**config.mk**
```make
export PLATFORM = sky130hd
export DESIGN_NAME = mmu_sram_responder
export DESIGN_NICKNAME = d
export VERILOG_FILES = /design/src/rtl/mmu_sram_responder.sv
export SDC_FILE = /design/constraint.sdc
export NUM_CORES = 1
export LEC_CHECK = 0
export BUFFER_PORTS_ARGS = -buffer_cell sky130_fd_sc_hd__buf_4
export CAP_MARGIN = 10
export CORE_AREA = 2 2 101 103
export CTS_CLUSTER_DIAMETER = 100
export DETAILED_ROUTE_END_ITERATION = 16
export DIE_AREA = 0 0 103 105
export PLACE_DENSITY = 0.73
export SLEW_MARGIN = 20
export SYNTH_ARGS = -nofsm -noshare
export SYNTH_HDL_FRONTEND = slang
export SYNTH_SLANG_ARGS = --single-unit
```
**constraint.sdc**
```tcl
create_clock -name clk -period 2.3 [get_ports clk]
set_clock_uncertainty 0.2 [all_clocks]
set_input_delay 0.345 -clock clk [delete_from_list [all_inputs] [get_ports clk]]
set_output_delay 0.345 -clock clk [all_outputs]
set_load 0.05 [all_outputs]
```
**src/rtl/mmu_sram_responder.sv**
```systemverilog
// mmu_sram_responder
//   Memory-side responder for the CPU-to-MMU word bus. Translates kseg0/kseg1
//   virtual addresses to physical, checks range and write protection, and runs
//   one 32-bit access on an asynchronous SRAM with WAIT_CYCLES-long strobes.
// Ports
//   clk, rst             clock, asynchronous active-low reset
//   ce_i, we_i           request valid, 1 = write
//   addr_i, data_i       virtual byte address, write data
//   ready_o              one-cycle completion pulse
//   data_o               read data (0 for writes/errors), held until next completion
//   tlb_err_o, mod_o     completion flags, held until next completion
//   sram_*               SRAM address/data/strobes, all registered
module mmu_sram_responder #(
    parameter int          WAIT_CYCLES = 2,
    parameter int          SRAM_AW     = 20,
    parameter logic [31:0] PROT_LIMIT  = 32'h0000_1000
) (
    input  logic               clk,
    input  logic               rst,
    input  logic               ce_i,
    input  logic               we_i,
    input  logic [31:0]        addr_i,
    input  logic [31:0]        data_i,
    output logic               ready_o,
    output logic [31:0]        data_o,
    output logic               tlb_err_o,
    output logic               mod_o,
    output logic [SRAM_AW-1:0] sram_addr_o,
    output logic [31:0]        sram_dq_o,
    input  logic [31:0]        sram_dq_i,
    output logic               sram_dq_oe_o,
    output logic               sram_ce_n_o,
    output logic               sram_oe_n_o,
    output logic               sram_we_n_o
);

    typedef enum logic [2:0] {IDLE, RD, WR_SETUP, WR_PULSE, WR_HOLD, ERR, DONE} state_t;

    localparam logic [3:0] WAIT_LOAD = 4'(WAIT_CYCLES - 1);
    localparam int         RANGE_LO  = SRAM_AW + 2;

    state_t      state, nxt;
    logic [3:0]  cnt;
    logic        req_tlb, req_mod;

    logic [31:0] pa;
    logic        seg_ok, acc_tlb, acc_mod, accept;

    // Request decode, only meaningful on the acceptance edge.
    always_comb begin
        pa      = {3'b000, addr_i[28:0]};
        seg_ok  = (addr_i[31:29] == 3'b100) || (addr_i[31:29] == 3'b101);
        acc_tlb = !seg_ok || (pa[28:RANGE_LO] != '0);
        acc_mod = !acc_tlb && we_i && (pa < PROT_LIMIT);
        accept  = (state == IDLE) && ce_i;
    end

    // DONE always returns to IDLE, so a held ce_i is taken on the edge that
    // ends the following IDLE cycle.
    always_comb begin
        nxt = state;
        case (state)
            IDLE:     if (ce_i) nxt = (acc_tlb || acc_mod) ? ERR : (we_i ? WR_SETUP : RD);
            RD:       if (cnt == 4'd0) nxt = DONE;
            WR_SETUP: nxt = WR_PULSE;
            WR_PULSE: if (cnt == 4'd0) nxt = WR_HOLD;
            WR_HOLD:  nxt = DONE;
            ERR:      nxt = DONE;
            DONE:     nxt = IDLE;
            default:  nxt = IDLE;
        endcase
    end

    always_ff @(posedge clk or negedge rst) begin
        if (!rst) state <= IDLE;
        else      state <= nxt;
    end

    // Strobes are registered from the next state so each one lines up
    // exactly with the state it belongs to.
    always_ff @(posedge clk or negedge rst) begin
        if (!rst) begin
            cnt          <= 4'd0;
            req_tlb      <= 1'b0;
            req_mod      <= 1'b0;
            ready_o      <= 1'b0;
            data_o       <= 32'd0;
            tlb_err_o    <= 1'b0;
            mod_o        <= 1'b0;
            sram_addr_o  <= '0;
            sram_dq_o    <= 32'd0;
            sram_dq_oe_o <= 1'b0;
            sram_ce_n_o  <= 1'b1;
            sram_oe_n_o  <= 1'b1;
            sram_we_n_o  <= 1'b1;
        end else begin
            if (accept) begin
                req_tlb <= acc_tlb;
                req_mod <= acc_mod;
                if (!acc_tlb && !acc_mod) begin
                    sram_addr_o <= pa[SRAM_AW+1:2];
                    sram_dq_o   <= data_i;
                end
            end

            if ((nxt == RD && state != RD) || (nxt == WR_PULSE && state != WR_PULSE))
                cnt <= WAIT_LOAD;
            else if ((state == RD || state == WR_PULSE) && cnt != 4'd0)
                cnt <= cnt - 4'd1;

            ready_o      <= (nxt == DONE);
            sram_ce_n_o  <= !(nxt inside {RD, WR_SETUP, WR_PULSE, WR_HOLD});
            sram_oe_n_o  <= !(nxt == RD);
            sram_we_n_o  <= !(nxt == WR_PULSE);
            sram_dq_oe_o <= (nxt inside {WR_SETUP, WR_PULSE, WR_HOLD});

            // Entry to DONE: publish the result; a clean completion clears the flags.
            if (nxt == DONE && state != DONE) begin
                tlb_err_o <= req_tlb;
                mod_o     <= req_mod;
                data_o    <= (state == RD) ? sram_dq_i : 32'd0;
            end
        end
    end

endmodule

```
* Word level (Yosys, flattened, before mapping)
Cells that the tools add are included.
** Word-level totals
- Bits in registers :: 100
- Input bits :: 100
- Output and inout port bits :: 91
- Word-level logic and storage cells :: 68
** Cells by class
- Add/sub/neg operators :: 1
- $lt $le $gt $ge :: 1
- Equal/unequal tests :: 15
- Mux-type cells :: 9
- Reductions and logical operators :: 28
** Operator list (number)
- $mux W32 :: 1
- $lt A29 B13 Y1 const B :: 1
- $eq A3 B3 Y1 const B :: 6
- $pmux W3 S5 :: 1
- $eq A3 B2 Y1 const B :: 4
- $mux W3 :: 4
- $logic_and A1 B1 Y1 :: 8
- $mux W4 :: 2
- $reduce_bool A4 Y1 :: 2
- $reduce_bool A7 Y1 :: 1
- $eq A3 B1 Y1 const B :: 2
- $logic_not A1 Y1 :: 6
- $logic_or A1 B1 Y1 :: 5
- $logic_not A4 Y1 :: 1
- $sub A4 B1 Y4 const B :: 1
- $logic_not A3 Y1 :: 1
- $ne A3 B1 Y1 const B :: 1
- $ne A3 B2 Y1 const B :: 1
- $ne A3 B3 Y1 const B :: 1
- $reduce_bool A3 Y1 :: 1
- $mux W2 :: 1
- $reduce_and A2 Y1 :: 1
- $reduce_bool A2 Y1 :: 1
- $reduce_or A2 Y1 :: 1

* Logic depth before layout (Yosys ltp)
- Word-level depth :: 15
- Mapped depth :: 8
- Mapped depth without buffers :: 6

* Worst setup path after synthesis
Ideal clock, no wire load.
- Kind :: register to register
- Start :: register state[0]
- End :: register sram_addr_o[19]
- Library setup time :: 0.125 ns
- Arrival time :: 1.926 ns
- Path slack :: 0.049 ns
- Cell stages (with the launch flop) :: 8
- Clock period less this slack :: 2.251 ns
- Cell sequence :: dfrtp_1 buf_2 nand2b_4 or3_1 buf_2 nor3_4 buf_6 mux2_2
** On the way
- Word-level cells in the longest chain between the ends :: 3
** Ends and longest elaborated chain
- start, declared :: line 42 : state_t state, nxt;
- start signal, assigned :: line 76 : else state <= nxt;
- $logic_not A3 Y1 :: line 55 : accept = (state == IDLE) && ce_i;
- $logic_and A1 B1 Y1 :: line 55
- $reduce_and A2 Y1 (no source line)
- end signal, assigned :: line 101 : sram_addr_o <= pa[SRAM_AW+1:2];
- end, declared :: line 28 : output logic [SRAM_AW-1:0] sram_addr_o,
No other way between the ends.
A chain may end at the register's enable or synchronous reset.

* Worst setup path in the final report
- Start :: input port addr_i[20]
- End :: register sram_dq_o[30]
** On the way
- Word-level cells in the longest chain between the ends :: 5
** Ends and longest elaborated chain
- start, declared :: line 22 : input logic [31:0] addr_i,
- $lt A29 B13 Y1 :: line 54 : acc_mod = !acc_tlb && we_i && (pa < PROT_LIMIT);
- $logic_and A1 B1 Y1 :: line 54
- $logic_not A1 Y1 :: line 100 : if (!acc_tlb && !acc_mod) begin
- $logic_and A1 B1 Y1 :: line 100
- $reduce_and A2 Y1 (no source line)
- end signal, assigned :: line 102 : sram_dq_o <= data_i;
- end, declared :: line 29 : output logic [31:0] sram_dq_o,
No other way between the ends.

==> impl.org <==
** Floorplan
- 191 I/O pins were placed.
- After floorplanning, the core was divided into 36 placement rows.
- The core region is 9640 sq um.
- Height of the chip :: 105 microns
- Floorplan die area :: 10,800 sq um
- Measured along the x axis, the die boundary spans 103 microns.
- The initial utilization of the core area, before any placement, comes to 41.8%.

** GRT
- Pin count of the biggest net entering global routing :: 66
- Total routing usage reported by global routing :: 18.7%
- Number of global-route vias before repair :: 3,298
- Remaining Overflow, GRT :: 0
- The first global-routing pass estimated 15.8 mm of wire.
- The initial antenna violation count is 0.

** Cells and area
- Multi-input gate area :: 1400 sq um
- In the final layout, the share of cells above drive strength 1 is 48.2%.
- Layout overhead on the synthesized area :: 51.4%
- Post-route cell area :: 6090 sq um
- Registers take 2510 sq um.
- The repair_antennas step left the layout with diodes totalling 0.
- Count of fill cells added during filler insertion :: 784
- Net count of the finished layout :: 656
- At the end of the flow the core is filled with cells to 63.2%.

** Critical path
- Combined buffer and inverter count along the critical path :: 3
- Slowest cell delay on critical path :: 0.55 ns
- CP Cell Sequence :: dlygate4sd3_1 > buf_4 > nor4_1 > and3_2 > nor3_4 > buf_12 > mux2_1
- At the worst endpoint, the required time is 2.34 ns.
- The worst setup path is captured at a flip-flop.
- Data on the critical path arrives at its endpoint at 2.27 ns.
- Element type at the critical path start :: input pin
- The setup path with the least slack is of type in2reg.
- In this run the worst path has a maximum fanout of 52.
- Cell at the slowest stage of the critical path :: sky130_fd_sc_hd__dlygate4sd3_1
- Kind of cell adding the most delay to the critical path :: buffers and inverters

** Routing
- The first detailed-routing pass ran for 4 iterations.
- The detailed router finished its first iteration with 122 violations.
- Post-DR wirelength/cell :: 14.6 microns
- Avg Vias per Cell :: 4.78
- For this run, design rule violations remaining after detail routing come to 0.
- Routed vias :: 3,316
- The count of nets left with antenna violations once routing finished came out at 0.
- Total Wirelength :: 10.1 mm

** Clock tree
- Level count of the clock H-tree :: 3
- Insertion delay of the later-clocked pin in the worst-skew pair :: 0.35 ns
- The clock passes through at most 2 buffers.
- Sink Count :: 100
- CTS tree :: done
- Buffers inserted during clock tree synthesis total 9.
- Clock-pin slew was measured on the worst setup and hold paths at 0.10 ns.
- Clock tree root buffer cell :: sky130_fd_sc_hd__clkbuf_8

** Power and ir drop
- Power density over cell area :: 1100 nW/um^2
- In this run switching power makes up 44.7% of total power.
- Maximum VDD drop :: 0.000652 V
- Clock power share :: 16.5%
- Sequential fraction of design power :: 36.0%
- Pint :: 3.69 mW
- Reported leakage power :: 3.13 nW
- Logic pwr share :: 47.5%
- Power spent charging and discharging nets :: 2.98 mW

** STA
- Worst-margin pin slew :: 0.591 ns
- Worst hold margin :: 0.0184 ns
- Subtracting the final worst setup slack from the clock period gives 2.23 ns.
- Once routing completed, OpenROAD measured the worst setup slack at 0.0657 ns.
- Unrepaired setup endpoints after global routing :: false
- Setup violations remaining at the end of the flow were counted as 0.
- Pins Over Slew Limit :: 0
- Crit share post-route :: 97.1%
- Fin. Hold Viols :: 0
- F_max :: 448 MHz
- The worst pin sits at a relative slew slack of 59.6%.

** Synth
- Main synth FF type :: sky130_fd_sc_hd__dfrtp_1
- The share of synthesized area in the top cell type comes to 60.3%.
- Sequential share of the synthesized area :: 62.3%
- Ys Warns :: 0
- Post-synthesis instance total :: 338
- Cell with the most instances after synthesis :: sky130_fd_sc_hd__dfrtp_1
- FFs w/ async S/R, synth :: 100%
- Yosys mapped the design onto 35 distinct sky130hd cell types.
- Commonest cells post-synth :: sky130_fd_sc_hd__dfrtp_1 (97), sky130_fd_sc_hd__nand2_1 (68), sky130_fd_sc_hd__mux2_2 (46)
- Mapped Nets :: 439
- In the post-synthesis netlist, the biggest area contributors are sky130_fd_sc_hd__dfrtp_1 (60%), sky130_fd_sc_hd__mux2_2 (13%), sky130_fd_sc_hd__nand2_1 (6.3%).
- Synth Cell Area :: 4030 sq um
- Mean post-synth cell area :: 11.9 sq um
- Cell type with the largest total area after synthesis :: sky130_fd_sc_hd__dfrtp_1
- Number of synthesized flops with an enable pin :: 0
- The synthesized design contains 100 register bits.

** Min path
- The worst hold path belongs to the class in2reg.

** Place
- Summed over all nets, the half-perimeter wirelength after detailed placement is 7.29 mm.
- The congestion estimate from routability-driven global placement came to 0.770.
- Pre-CTS WS :: -0.00182 ns
- Summing all placed instances gives a cell area of 5650 sq um.
- The count of buffers added on input and output ports is 187.

** Run status
- The flow ran to the end, and the final reports show no timing, DRC or antenna violations.

** Flow run
- Max Cap Violations :: 0
## sequential cells by signal, indices dropped and copies added (netlist names)
| signal | cells |
|---|---|
| sram_we_n_o | 1 |
| sram_dq_oe_o | 1 |
| sram_dq_o | 32 |
| data_o | 32 |
| sram_addr_o | 20 |
| ready_o | 1 |
| mod_o | 1 |
| req_tlb | 1 |
| sram_ce_n_o | 1 |
| sram_oe_n_o | 1 |
| req_mod | 1 |
| cnt | 4 |
| state | 3 |
| tlb_err_o | 1 |
## power by group through the flow
stage	clock network (mW)	logic, mW	registers, mW
detailed placement	0	3.15	2.44
global placement	0	3.09	2.42
CTS	1.14	3.18	2.41
global route	1.22	3.40	2.46
finish	1.10	3.17	2.41
floorplan	0	0.816	3.66
## layout by cell type, fill, tap and decap left out, drive strengths merged
cell type	count
nand4b	1
clkinv	2
nor4	2
o21ai	37
dfrtp	97
a22oi	2
and3	1
dlygate4sd3	25
nand2	68
clkbuf	11
inv	6
nor2	14
or3b	1
buf	201
nand2b	2
o31ai	2
dfstp	3
a21oi	5
ha	1
a211oi	1
or3	2
mux2	54
nand3	3
nor3b	2
bufinv	1
nor4bb	1
clkinvlp	2
nor3	7
a2111oi	1
o311a	1
nor4b	1
nor2b	1
or4	1
xor2	1
## cells by family after synthesis
group                    Yosys count  share of synthesized area [%]
AO/OA/AOI/OAI                     49                           6.62
XOR/XNOR                           1                          0.218
adder cells (fa/ha/maj)            1                          0.311
buffers and inverters             26                           3.42
flip-flops                       100                           62.3
multiplexers                      54                           15.1
AND/OR/NAND/NOR                  107                           12.1
## metrics by stage
step,instances,power (mW),setup TNS (ns)
2_1_floorplan,338,4.48,0
3_3_place_gp,652,5.51,0
3_5_place_dp,652,5.59,-0.00201
4_1_cts,688,6.74,0
5_1_grt,693,7.08,0
6_report,693,6.68,0
## layer usage
layer	GRT usage (%)	wire, microns	vias up
met2	32.3	5190	127
met5	0	0	-
met4	7.71	282	0
li1	-	-	1588
met1	21.5	3930	1577
met3	4.95	707	24
## path summary, 6_finish.rpt
| path | from | end | slack (ns) | cells after the start |
|---|---|---|---|---|
| worst min-delay path | data_i[25] | sram_dq_o[25] | 0.02 | 2 |
| min in group asynchronous | rst | sram_dq_o[27] | 0.34 | 2 |
| max in group asynchronous | rst | sram_we_n_o | 0.90 | 3 |
| worst max register to register | state[0] | sram_dq_o[21] | 0.15 | 5 |
| worst max-delay path | addr_i[20] | sram_dq_o[30] | 0.07 | 7 |
| worst min register to register | data_o[20] | data_o[20] | 0.29 | 2 |
## final cells by class
class	count	share of cell area, %
Clock buffer	11	2.16
Tap cell	133	2.73
Inverter	6	0.370
Timing Repair Buffer	226	29.7
Multi-Input combinational cell	212	22.9
Clock inverter	5	1.03
Sequential cell	100	41.1
## timing repair
| action | 4_1_cts | 5_1_grt |
|---|---|---|
| resized for setup | 0 | 1 |
| hold buffers | 20 | 5 |
| endpoints found under the setup margin | 0 | 2 |
| hold endpoints to repair | 57 | 5 |
| buffers inserted | 0 | 0 |
Power figures use the tool's default switching activity.
